**config.mk**
```make
export PLATFORM = sky130hd
export DESIGN_NAME = bit_scan
export DESIGN_NICKNAME = d
export VERILOG_FILES = /design/src/rtl/bit_scan_pkg.sv /design/src/rtl/bit_scan.sv
export SDC_FILE = /design/constraint.sdc
export NUM_CORES = 1
export LEC_CHECK = 0
export BUFFER_PORTS_ARGS = -buffer_cell sky130_fd_sc_hd__clkbuf_2
export CAP_MARGIN = 5
export CORE_ASPECT_RATIO = 0.9
export CORE_MARGIN = 5
export CORE_UTILIZATION = 35
export DETAILED_ROUTE_END_ITERATION = 10
export PLACE_DENSITY_LB_ADDON = 0.2
export SYNTH_ARGS = -nofsm -noshare
export SYNTH_HDL_FRONTEND = slang
export SYNTH_SLANG_ARGS = --single-unit
```
**constraint.sdc**
```tcl
create_clock -name clock -period 4.85 [get_ports clock]
set_clock_uncertainty 0.05 [all_clocks]
set_input_delay 1.2125 -clock clock [delete_from_list [all_inputs] [get_ports clock]]
set_output_delay 1.2125 -clock clock [all_outputs]
set_load 0.05 [all_outputs]
```
**src/rtl/bit_scan_pkg.sv**
```systemverilog
// Shared definitions for the set-bit iterator: FSM state encoding and the
// relation between ORDER (log2 of the word width) and the word width W.
package bit_scan_pkg;

  // ST_EMPTY is only reachable when BIT_SCAN_EMPTY_EN is defined.
  typedef enum logic [1:0] {
    ST_IDLE  = 2'd0,
    ST_SCAN  = 2'd1,
    ST_EMPTY = 2'd2
  } state_e;

  localparam int ORDER_DEFAULT = 3;

  // Word width derived from its log2.
  function automatic int word_width(input int order);
    return 1 << order;
  endfunction

endpackage

```
**src/rtl/bit_scan.sv**
```systemverilog
// bit_scan: accepts one W-bit word over valid/ready and streams the index of
// every set bit, lowest first, one per cycle, with a remaining-count tag and a
// last flag.
//
// Optional feature macro: BIT_SCAN_EMPTY_EN
//   defined   -> an accepted zero word yields one beat flagged by out_empty
//   undefined -> zero words are consumed silently, no out_empty port
//
// state    | meaning
// ---------+----------------------------------------------------------
// ST_IDLE  | no word held; ready for a new word
// ST_SCAN  | mask_q holds the remaining set bits; presenting the lowest
// ST_EMPTY | presenting the single beat of an accepted zero word
module bit_scan
  import bit_scan_pkg::*;
#(
  parameter int  ORDER = ORDER_DEFAULT,
  localparam int W     = word_width(ORDER)
) (
  input  logic             clock,
  input  logic             reset,
  input  logic             in_valid,
  output logic             in_ready,
  input  logic [W-1:0]     in_data,
  output logic             out_valid,
  input  logic             out_ready,
  output logic [ORDER-1:0] out_index,
  output logic [ORDER:0]   out_left,
`ifdef BIT_SCAN_EMPTY_EN
  output logic             out_empty,
`endif
  output logic             out_last
);

  state_e           state_q, state_d;
  logic [W-1:0]     mask_q, mask_d;

  logic [ORDER-1:0] ctz_mask;
  logic [ORDER:0]   pop_mask;
  logic [W-1:0]     mask_rest;
  logic             accept;
  logic             beat_done;

  // Lowest set bit and population count of the remaining mask.
  always_comb begin
    ctz_mask = '0;
    pop_mask = '0;
    for (int i = W - 1; i >= 0; i--) begin
      if (mask_q[i]) ctz_mask = ORDER'(i);
    end
    for (int i = 0; i < W; i++) begin
      pop_mask = pop_mask + (ORDER + 1)'(mask_q[i]);
    end
  end

  assign mask_rest = mask_q & (mask_q - W'(1));

  // Beat presentation, decoded from state and mask so reset clears it at once.
  always_comb begin
    out_valid = 1'b0;
    out_index = '0;
    out_left  = '0;
    out_last  = 1'b0;
`ifdef BIT_SCAN_EMPTY_EN
    out_empty = 1'b0;
`endif
    case (state_q)
      ST_SCAN: begin
        out_valid = 1'b1;
        out_index = ctz_mask;
        out_left  = pop_mask;
        out_last  = (mask_rest == '0);
      end
`ifdef BIT_SCAN_EMPTY_EN
      ST_EMPTY: begin
        out_valid = 1'b1;
        out_last  = 1'b1;
        out_empty = 1'b1;
      end
`endif
      default: ;
    endcase
  end

  // A new word may load on the same edge the previous word's last beat leaves.
  assign beat_done = out_valid & out_ready;
  assign in_ready  = (state_q == ST_IDLE) | (beat_done & out_last);
  assign accept    = in_valid & in_ready;

  // Next-state and next-mask selection.
  always_comb begin
    state_d = state_q;
    mask_d  = mask_q;
    if (beat_done) begin
      if (out_last) begin
        state_d = ST_IDLE;
        mask_d  = '0;
      end else begin
        mask_d  = mask_rest;
      end
    end
    if (accept) begin
      if (in_data != '0) begin
        state_d = ST_SCAN;
        mask_d  = in_data;
      end else begin
`ifdef BIT_SCAN_EMPTY_EN
        state_d = ST_EMPTY;
`else
        state_d = ST_IDLE;
`endif
        mask_d  = '0;
      end
    end
  end

  // State and mask registers.
  always_ff @(posedge clock or posedge reset) begin
    if (reset) begin
      state_q <= ST_IDLE;
      mask_q  <= '0;
    end else begin
      state_q <= state_d;
      mask_q  <= mask_d;
    end
  end

endmodule

```
==> key figures, run 1 <==
Run status
  – Status: complete, no violations

Floorplanning
  – Die Span X: 62.9 um
  – Site row count: 17
  – Ports: 22
  – Die Y: 57.6 um
  – Initial Util: 36.3%
  – Core area: 2420 um^2
  – Die Area: 3620 um^2

Yosys
  – Syn_area_per_cell: 8.72 um^2
  – Post-synthesis compound-gate area fraction: 18.0%
  – Yosys top cell by area: dfrtp_1
  – Synth Area in Adders: 16.2%
  – Yosys reg bits: 9
  – Mux cell area share after synthesis: 9.66%
  – Yosys cell types: 34
  – Simple-gate share of the synthesized area: 18.8%
  – Largest family of logic cells by synthesized area: simple AND/OR/NAND/NOR gates
  – Synth area leaders: dfrtp_1, fa_1, inv_1
  – Synthesized instance count: 101
  – Syn Nets: 122
  – Post-synthesis sequential area ratio: 25.6%
  – Post-synthesis xor/xnor area fraction: 0.994%
  – Synth warnings: 0
  – Mapped Area: 881 um^2
  – Top cell type's share of synthesized area: 25.6%

STA
  – Hold slack: 0.581 ns
  – Slew headroom: 64.7%
  – Tmin final: 4.64 ns
  – Setup TNS: 0 ns
  – Max Slew Vio Count: 0
  – Final period util: 95.6%
  – Final setup viols: 0
  – Worst Tran Pin Value: 0.529 ns
  – Final hold vios: 0
  – RSZ-0062 raised after global routing: false
  – Achievable Freq: 0.216 GHz

Clock tree
  – Clock Latency Late Sink: 0.26 ns
  – Post-CTS Setup Bufs: 0
  – Root buffer cell: clkbuf_4
  – Hold Buf Count CTS: 0
  – CTS tree: built
  – Num CTS Buffers: 3
  – Worst-path clk slew: 0.07 ns
  – Clock tree buffer depth: 2
  – CTS resizes: 0
  – Clk sink count: 9
  – CTS H-tree depth: 1

Placed design
  – Post-detail-place hpwl: 1600 um
  – PortBufs: 21
  – Placer congestion estimate: 0.814

Layout
  – Ant. Diodes: 0
  – Most frequent cells in the layout: clkbuf_2, inv_1, dfrtp_1, nor2_1, nand2_1
  – FILL cells: 263
  – Layout area overhead: 16.2%
  – Commonest non-fill, non-tap cell in the layout: clkbuf_2
  – Fraction of layout instances using a drive strength above 1: 25.4%
  – Layout net count: 144

Global routing
  – Initial antenna violation count: 0
  – Gr ovfl total: 0
  – Largest net degree at the start of global routing: 19
  – Vias in the first global route: 736
  – Total track usage: 11.7%
  – First-pass GRT wire length: 3430 um

Critical path
  – Worst-path fanout max: 6
  – Setup Crit Path Kind: register to primary output
  – CP Data Required Time: 3.59 ns
  – Critical Path End Type: primary output
  – Critical Path Source Type: register
  – Worst Path Arrival: 3.37 ns

Drt
  – DRT iter0 DRCs: 22
  – Via Count: 794
  – Final ANT Viol Nets: 0
  – Drc violations: 0
  – Via/cell ratio: 5.29
  – Drt first pass iters: 6
  – Drt total wl: 1990 um
  – Wire per inst: 13.3 um

Flow run
  – Maxcap violations: 0

Worst hold path
  – Tightest Hold Check Type: register to register
==> metrics by stage <==
step,cell area [um^2],std cells,util [%],setup WS (ns)
floorplan,881,101,-,0.285
global placement,997,146,41.1,0.504
detailed placement,997,146,41.1,0.471
CTS,1020,150,42.2,0.166
global route,1020,150,42.2,0.0182
finish,1020,150,42.2,0.215
==> area by class of cell <==
cell class,count,area (um^2),area share (%)
inverters,19,71.3,6.97
repair buffers,21,105,10.3
multi-input cells,69,561,54.8
well taps,28,35.0,3.42
clock buffers,4,26.3,2.57
flip-flops and latches,9,225,22.0
==> synthesized netlist by cell type <==
| library cell | n |
|---|---|
| and2_2 | 1 |
| nor3_4 | 1 |
| nor2_1 | 7 |
| a31oi_1 | 3 |
| a41oi_1 | 1 |
| nand4_1 | 2 |
| dfrtp_1 | 9 |
| nand3_1 | 2 |
| nor3_1 | 3 |
| o21ai_0 | 3 |
| a211oi_1 | 2 |
| a21oi_1 | 4 |
| o22ai_1 | 1 |
| ha_1 | 5 |
| xnor2_1 | 1 |
| mux2i_1 | 4 |
| a22o_1 | 1 |
| nor4_1 | 3 |
| buf_2 | 1 |
| nor2b_1 | 2 |
| mux2_4 | 3 |
| o41ai_1 | 1 |
| nand2_1 | 7 |
| a211oi_2 | 1 |
| a21o_1 | 1 |
| clkbuf_1 | 2 |
| inv_1 | 19 |
| o2111ai_1 | 1 |
| buf_6 | 1 |
| fa_1 | 4 |
| and2_1 | 2 |
| a21boi_0 | 1 |
| nor3b_1 | 1 |
| a31oi_4 | 1 |
==> flip-flops by register name, indices dropped and copies added, names as in the netlist <==
| signal | flops |
|---|---|
| mask_q | 8 |
| state_q | 1 |
==> cells by family (layout without fill, tap and decap cells) <==
kind of cell | after synthesis | count (layout)
buf+inv | 23 | 44
flops | 9 | 9
fa+ha+maj | 9 | 9
compound gates | 21 | 21
mux | 7 | 7
simple gates | 31 | 31
xor+xnor | 1 | 1
==> worst max-delay path: stages, from the launching register on <==
cell and delay (ns):
dfrtp_1 0.45, fa_1 0.55, inv_1 0.05, fa_1 0.50
fa_1 0.40, inv_1 0.06, ha_1 0.16, inv_1 0.06
fa_1 0.37, xnor2_1 0.13, and2_1 0.13, buf_2 0.26
==> path summary, 6_finish.rpt <==
path	startpoint	endpoint	slack (ns)	cells past startpoint
max	mask_q[0]$_DFFE_PP0P_	out_left[2]	0.21	11
min	mask_q[5]$_DFFE_PP0P_	mask_q[5]$_DFFE_PP0P_	0.58	2
max reg2reg	mask_q[1]$_DFFE_PP0P_	mask_q[2]$_DFFE_PP0P_	2.58	7
min reg2reg	mask_q[5]$_DFFE_PP0P_	mask_q[5]$_DFFE_PP0P_	0.58	2
max in group asynchronous	reset	mask_q[7]$_DFFE_PP0P_	3.65	2
min in group asynchronous	reset	state_q[0]$_DFFE_PP0P_	0.84	2
==> routing by layer <==
metal  global-route usage (%)  part of all wire [%]
met5                        0                     0
met4                     3.64                   1.1
met3                     3.94                   8.1
met2                     18.4                    47
met1                     15.2                    44
Power of run 1 is not shown: default switching activity piles up to over one toggle a cycle in this logic, so the estimate is an artifact.
==> inputs of run 2 (changes only) <==
--- a/config.mk
+++ b/config.mk
@@ -7,7 +7,6 @@
 export LEC_CHECK = 0
 export BUFFER_PORTS_ARGS = -buffer_cell sky130_fd_sc_hd__clkbuf_2
 export CAP_MARGIN = 5
-export CORE_ASPECT_RATIO = 0.9
 export CORE_MARGIN = 5
 export CORE_UTILIZATION = 35
 export DETAILED_ROUTE_END_ITERATION = 10
==> run 2 against run 1 <==
Compared with the run above:
- die area about the same
- final area increased by 0.24%
- register-to-register slack improved by 0.03 ns
- first-iteration DRC count decreased by 68%
- maximum frequency decreased by 0.41%
- largest cell class unchanged
- final cell count increased by 1.3%
- non-clock buffer count unchanged
- highest routed layer unchanged
- critical path type unchanged
- core utilization about the same
- critical endpoint unchanged
- flip-flop and latch count unchanged
- global-route usage about the same
- wire length decreased by 4.5%
- worst setup slack got worse by 0.019 ns
==> key figures, run 2 (synthesized netlist as in run 1, its figures left out) <==
Run status
  – Status: complete, no violations (unchanged)

Clock tree
  – Clock tree buffer depth: 2 (unchanged)
  – Num CTS Buffers: 3 (unchanged)
  – CTS H-tree depth: 1 (unchanged)
  – Post-CTS Setup Bufs: 0 (unchanged)
  – CTS tree: built (unchanged)
  – Hold Buf Count CTS: 0 (unchanged)
  – CTS resizes: 0 (unchanged)
  – Clk sink count: 9 (unchanged)
  – Worst-path clk slew: 0.06 ns (was 0.07 ns)
  – Root buffer cell: clkbuf_4 (unchanged)
  – Clock Latency Late Sink: 0.27 ns (was 0.26 ns)

Layout
  – Sequential Area: 225 um^2 (unchanged)
  – Layout net count: 144 (unchanged)
  – Multi-input gate area: 561 um^2 (unchanged)
  – Reg with most FFs: mask_q (unchanged)
  – Layout area overhead: 16.5% (was 16.2%)
  – Fraction of layout instances using a drive strength above 1: 25.4% (unchanged)
  – FILL cells: 260 (was 263)
  – Ant. Diodes: 0 (unchanged)
  – Number of flip-flops in the largest register: 8 (unchanged)
  – Most frequent cells in the layout: clkbuf_2, inv_1, dfrtp_1, nor2_1, nand2_1 (unchanged)
  – Top flop regs: mask_q (8), state_q (1) (unchanged)
  – Commonest non-fill, non-tap cell in the layout: clkbuf_2 (unchanged)

STA
  – Setup TNS: 0 ns (unchanged)
  – Final period util: 96.0% (was 95.6%)
  – Final hold vios: 0 (unchanged)
  – RSZ-0062 raised after global routing: false (unchanged)
  – Achievable Freq: 0.215 GHz (was 0.216 GHz)
  – Tmin final: 4.65 ns (was 4.64 ns)
  – Final setup viols: 0 (unchanged)
  – Slew headroom: 66.2% (was 64.7%)
  – Max Slew Vio Count: 0 (unchanged)
  – Worst Tran Pin Value: 0.507 ns (was 0.529 ns)

Critical path
  – CP max stage cell: fa_1 (unchanged)
  – CP Data Required Time: 3.59 ns (about the same)
  – Max incr delay on CP: 0.55 ns (about the same)
  – Reg2reg setup slack: 2.61 ns (was 2.58 ns)
  – CP cell instances: fa_1 > inv_1 > fa_1 > fa_1 > inv_1 > ha_1 > inv_1 > fa_1 > xnor2_1 > and2_1 > clkbuf_2 (was fa_1 > inv_1 > fa_1 > fa_1 > inv_1 > ha_1 > inv_1 > fa_1 > xnor2_1 > and2_1 > buf_2)
  – Critical Path Source Type: register (unchanged)
  – Worst Path Arrival: 3.39 ns (was 3.37 ns)
  – Setup Crit Path Kind: register to primary output (unchanged)
  – FF-to-FF End: mask_q[6]$_DFFE_PP0P_ (was mask_q[2]$_DFFE_PP0P_)
  – Crit Reg-Reg Startpoint: mask_q[1]$_DFFE_PP0P_ (unchanged)
  – R2R depth: 7 (unchanged)
  – CP most frequent cell: fa_1 (unchanged)
  – Critical Path End Type: primary output (unchanged)
  – Worst-path fanout max: 6 (unchanged)

Drt
  – Wire per inst: 12.5 um (was 13.3 um)
  – Via/cell ratio: 5.12 (was 5.29)
  – Drt first pass iters: 4 (was 6)
  – Drc violations: 0 (unchanged)
  – Drt total wl: 1910 um (was 1990 um)
  – DRT iter0 DRCs: 7 (was 22)
  – Final ANT Viol Nets: 0 (unchanged)
  – Via Count: 778 (was 794)

Flow run
  – Maxcap violations: 0 (unchanged)

Placed design
  – PortBufs: 21 (unchanged)
  – Post-detail-place hpwl: 1560 um (was 1600 um)
  – Placer congestion estimate: 0.863 (was 0.814)

Floorplanning
  – Die Span X: 60.2 um (was 62.9 um)
  – Ports: 22 (unchanged)
  – Site row count: 18 (was 17)
  – Initial Util: 36.2% (was 36.3%)
  – Die Area: 3620 um^2 (about the same)
  – Core area: 2430 um^2 (was 2420 um^2)
  – Die Y: 60.2 um (was 57.6 um)

Global routing
  – Gr ovfl total: 0 (unchanged)
  – First-pass GRT wire length: 3220 um (was 3430 um)
  – Vias in the first global route: 771 (was 736)
  – Largest net degree at the start of global routing: 19 (unchanged)
  – Total track usage: 11.7% (about the same)
  – Initial antenna violation count: 0 (unchanged)

Worst hold path
  – Hold depth: 2 (unchanged)
  – Worst Min Path Start: mask_q[5]$_DFFE_PP0P_ (unchanged)
  – Tightest Hold Check Type: register to register (unchanged)
  – Hold EP: mask_q[5]$_DFFE_PP0P_ (unchanged)
[run 2: cell count changes in the layout (fill, tap and decap cells not counted), sizes merged]
cell and delta:
buf -1, clkbuf +1
[run 2: how the worst max path moves through the flow]
stage,end,from,cells past startpoint,slack [ns]
2_1_floorplan,out_left[1],mask_q[0]$_DFFE_PP0P_,9,0.29
3_3_place_gp,out_left[2],mask_q[0]$_DFFE_PP0P_,11,0.51
3_5_place_dp,out_left[2],mask_q[0]$_DFFE_PP0P_,11,0.49
4_1_cts,out_left[2],mask_q[0]$_DFFE_PP0P_,11,0.18
5_1_grt,out_left[2],mask_q[0]$_DFFE_PP0P_,11,0.04
6_report,out_left[2],mask_q[0]$_DFFE_PP0P_,11,0.20
[run 2: final cells by class]
cell class / count / area share (%)
multi-input combinational: 69 / 54.6
inverter: 19 / 6.95
tap: 30 / 3.66
sequential: 9 / 22.0
timing repair buffer: 21 / 10.2
clock buffer: 4 / 2.56
[run 2: stage by stage]
step	util [%]	hold WS, ns	cells	setup slack (ns)	area (um^2)
final	42.2	0.594	152	0.196	1030
after global routing	42.2	0.635	152	0.0389	1030
after CTS	42.2	0.598	152	0.177	1030
after detailed placement	41.1	0.584	148	0.489	1000
after global placement	41.1	0.598	148	0.512	1000
after floorplan	-	0.522	101	0.285	881
[run 2: critical path: cells and delay by family (launching register included)]
family	cells	cell delay, ns
XOR/XNOR	1	0.13
buffers and inverters	4	0.44
adder cells (fa/ha/maj)	5	1.97
AND/OR/NAND/NOR	1	0.13
flip-flops	1	0.45
[run 2: layer usage]
| layer | track usage [%] | share of wire (%) | vias to the layer above | wire length, um |
|---|---|---|---|---|
| met2 | 20.1 | 49 | 12 | 940 |
| li1 | - | - | 387 | - |
| met5 | 0 | 0 | - | 0 |
| met3 | 1.94 | 2.3 | 4 | 44 |
| met1 | 14.0 | 46 | 375 | 883 |
| met4 | 5.70 | 1.9 | 0 | 36 |
Power of run 2 is left out for the same reason.
==> inputs of run 3 (changes only) <==
--- a/config.mk
+++ b/config.mk
@@ -5,6 +5,7 @@
 export SDC_FILE = /design/constraint.sdc
 export NUM_CORES = 1
 export LEC_CHECK = 0
+export ABC_AREA = 1
 export BUFFER_PORTS_ARGS = -buffer_cell sky130_fd_sc_hd__clkbuf_2
 export CAP_MARGIN = 5
 export CORE_MARGIN = 5
==> run 3 against run 2 <==
Compared with the run above:
- die area grew 2.6%
- core utilization grew 0.39 points
- first-iteration DRC count grew 110%
- critical path depth is the same
- highest routed layer unchanged
- final area grew 2.8%
- area after synthesis grew 3.1%
- count of clock-buffer cells in the layout is the same
- hold slack lost 0.11 ns
- global-route usage grew 2.1 points
==> key figures, run 3 <==
Yosys
  – Yosys reg bits: 9 (unchanged)
  – Mapped Area: 908 um^2 (was 881 um^2)
  – Commonest cells in the netlist: nand2_1, inv_1, nand3_1, dfrtp_1, nor2_1 (was inv_1, dfrtp_1, nand2_1, nor2_1, ha_1)
  – Number of enable flip-flop cells after synthesis: 0 (unchanged)
  – Top cell type's share of synthesized area: 24.8% (was 25.6%)
  – Synth area leaders: dfrtp_1, nand2_1, inv_1 (was dfrtp_1, fa_1, inv_1)
  – Yosys top cell by area: dfrtp_1 (unchanged)
  – Post-synthesis sequential area ratio: 24.8% (was 25.6%)
  – Synth async-reset ratio: 100% (unchanged)
  – Synthesized instance count: 132 (was 101)
  – Syn Nets: 153 (was 122)
  – Yosys cell types: 23 (was 34)
  – Syn_area_per_cell: 6.88 um^2 (was 8.72 um^2)
  – Top-count cell post-synth: nand2_1 (was inv_1)
  – Top FF cell, synth: dfrtp_1 (unchanged)
  – Synth warnings: 0 (unchanged)

Drt
  – Wire per inst: 11.2 um (was 12.5 um)
  – Drc violations: 0 (unchanged)
  – Via Count: 861 (was 778)
  – Drt first pass iters: 4 (unchanged)
  – Drt total wl: 2080 um (was 1910 um)
  – DRT iter0 DRCs: 15 (was 7)
  – Via/cell ratio: 4.65 (was 5.12)
  – Final ANT Viol Nets: 0 (unchanged)

Worst hold path
  – Hold depth: 2 (unchanged)
  – Tightest Hold Check Type: register to register (unchanged)

Clock tree
  – Worst-path clk slew: 0.06 ns (about the same)
  – Clk sink count: 9 (unchanged)
  – Post-CTS Setup Bufs: 0 (unchanged)
  – Clock tree buffer depth: 2 (unchanged)
  – Root buffer cell: clkbuf_4 (unchanged)
  – CTS resizes: 0 (unchanged)
  – Clock Latency Late Sink: 0.26 ns (was 0.27 ns)
  – CTS tree: built (unchanged)
  – CTS H-tree depth: 1 (unchanged)
  – Hold Buf Count CTS: 0 (unchanged)
  – Num CTS Buffers: 3 (unchanged)

Critical path
  – Setup Crit Path Kind: register to primary output (unchanged)
  – Critical Path End Type: primary output (unchanged)
  – Critical Path Source Type: register (unchanged)
  – Max incr delay on CP: 0.56 ns (was 0.55 ns)
  – Worst-path fanout max: 5 (was 6)
  – CP max stage cell: fa_1 (unchanged)
  – CP Data Required Time: 3.59 ns (about the same)
  – R2R depth: 12 (was 7)
  – Worst Path Arrival: 3.41 ns (was 3.39 ns)
  – CP cell instances: fa_1 > inv_1 > fa_1 > fa_1 > inv_1 > ha_1 > inv_1 > fa_1 > xor2_1 > nor2_1 > clkbuf_2 (was fa_1 > inv_1 > fa_1 > fa_1 > inv_1 > ha_1 > inv_1 > fa_1 > xnor2_1 > and2_1 > clkbuf_2)
  – CP most frequent cell: fa_1 (unchanged)

Floorplanning
  – Core area: 2480 um^2 (was 2430 um^2)
  – Die Span X: 60.9 um (was 60.2 um)
  – Die Area: 3710 um^2 (was 3620 um^2)
  – Ports: 22 (unchanged)
  – Site row count: 18 (unchanged)
  – Initial Util: 36.7% (was 36.2%)
  – Die Y: 60.9 um (was 60.2 um)

Layout
  – Layout net count: 177 (was 144)
  – Top flop regs: mask_q (8), state_q (1) (unchanged)
  – Sequential Area: 225 um^2 (unchanged)
  – Layout area overhead: 16.1% (was 16.5%)
  – FILL cells: 282 (was 260)
  – Commonest non-fill, non-tap cell in the layout: nand2_1 (was clkbuf_2)
  – Fraction of layout instances using a drive strength above 1: 22.6% (was 25.4%)
  – Reg with most FFs: mask_q (unchanged)
  – Most frequent cells in the layout: nand2_1, inv_1, clkbuf_2, nand3_1 (was clkbuf_2, inv_1, dfrtp_1, nor2_1, nand2_1)
  – Multi-input gate area: 548 um^2 (was 561 um^2)
  – Ant. Diodes: 0 (unchanged)
  – Finished Layout Cells: 185 (was 152)
  – Number of flip-flops in the largest register: 8 (unchanged)

STA
  – Achievable Freq: 0.214 GHz (was 0.215 GHz)
  – Slew headroom: 65.8% (was 66.2%)
  – Final hold vios: 0 (unchanged)
  – Setup TNS: 0 ns (unchanged)
  – Tmin final: 4.67 ns (was 4.65 ns)
  – Final setup viols: 0 (unchanged)
  – Max Slew Vio Count: 0 (unchanged)
  – Final period util: 96.3% (was 96.0%)
  – Worst Tran Pin Value: 0.501 ns (was 0.507 ns)
  – RSZ-0062 raised after global routing: false (unchanged)

Placed design
  – Placed insts: 181 (was 148)
  – Post-detail-place hpwl: 1760 um (was 1560 um)
  – PortBufs: 21 (unchanged)
  – Placer congestion estimate: 0.823 (was 0.863)

Run status
  – Status: complete, no violations (unchanged)

Global routing
  – Initial antenna violation count: 0 (unchanged)
  – First-pass GRT wire length: 3800 um (was 3220 um)
  – Largest net degree at the start of global routing: 11 (was 19)
  – Gr ovfl total: 0 (unchanged)
  – Vias in the first global route: 867 (was 771)
  – Total track usage: 13.8% (was 11.7%)

Flow run
  – Maxcap violations: 0 (unchanged)
==> run 3: cells by family (layout without fill, tap and decap cells) <==
logic type / count (synthesis) / in the layout / share of synthesized area, %
xor+xnor: 1 / 1 / 0.964
flops: 9 / 9 / 24.8
compound gates: 11 / 11 / 7.44
buf+inv: 32 / 55 / 14.9
fa+ha+maj: 9 / 9 / 15.7
simple gates: 70 / 70 / 36.2
==> run 3: layout make-up <==
| type | instances | share of cell area [%] |
|---|---|---|
| multi-input combinational | 91 | 52.0 |
| inverter | 30 | 10.7 |
| timing repair buffer | 21 | 9.96 |
| tap | 30 | 3.56 |
| clock buffer | 4 | 2.49 |
| sequential | 9 | 21.4 |
==> run 3: routing by layer <==
layer  track usage [%]  wire length (um)  vias up  share of wire [%]
met5                 0                 0        -                  0
li1                  -                 -      456                  -
met1              17.8               996      378                 48
met4              7.43                51        0                2.5
met2              22.4               922       23                 44
met3              1.49               107        4                5.2
==> run 3: worst paths after layout <==
path,start,to,slack (ns)
setup / recovery,mask_q[0]$_DFFE_PP0P_,out_left[2],0.18
hold / removal,mask_q[7]$_DFFE_PP0P_,mask_q[7]$_DFFE_PP0P_,0.48
setup reg to reg,mask_q[1]$_DFFE_PP0P_,mask_q[7]$_DFFE_PP0P_,2.98
hold reg to reg,mask_q[7]$_DFFE_PP0P_,mask_q[7]$_DFFE_PP0P_,0.48
max in group asynchronous,reset,mask_q[5]$_DFFE_PP0P_,3.64
min in group asynchronous,reset,mask_q[3]$_DFFE_PP0P_,0.84
==> run 3: critical path: cells and delay by family (launching register included) <==
family                   cells  cell delay [ns]
XOR/XNOR                     1             0.15
adder cells (fa/ha/maj)      5             2.00
flip-flops                   1             0.45
buffers and inverters        4             0.46
AND/OR/NAND/NOR              1             0.09
==> run 3: per-stage QoR <==
step	utilization [%]	hold WS, ns	instance area (um^2)	worst slack [ns]
6_report	42.6	0.482	1050	0.180
5_1_grt	42.6	0.531	1050	0.0320
4_1_cts	42.6	0.489	1050	0.152
3_5_place_dp	41.5	0.473	1030	0.432
3_3_place_gp	41.5	0.475	1030	0.564
2_1_floorplan	-	0.437	908	0.235
Power of run 3 is left out for the same reason.
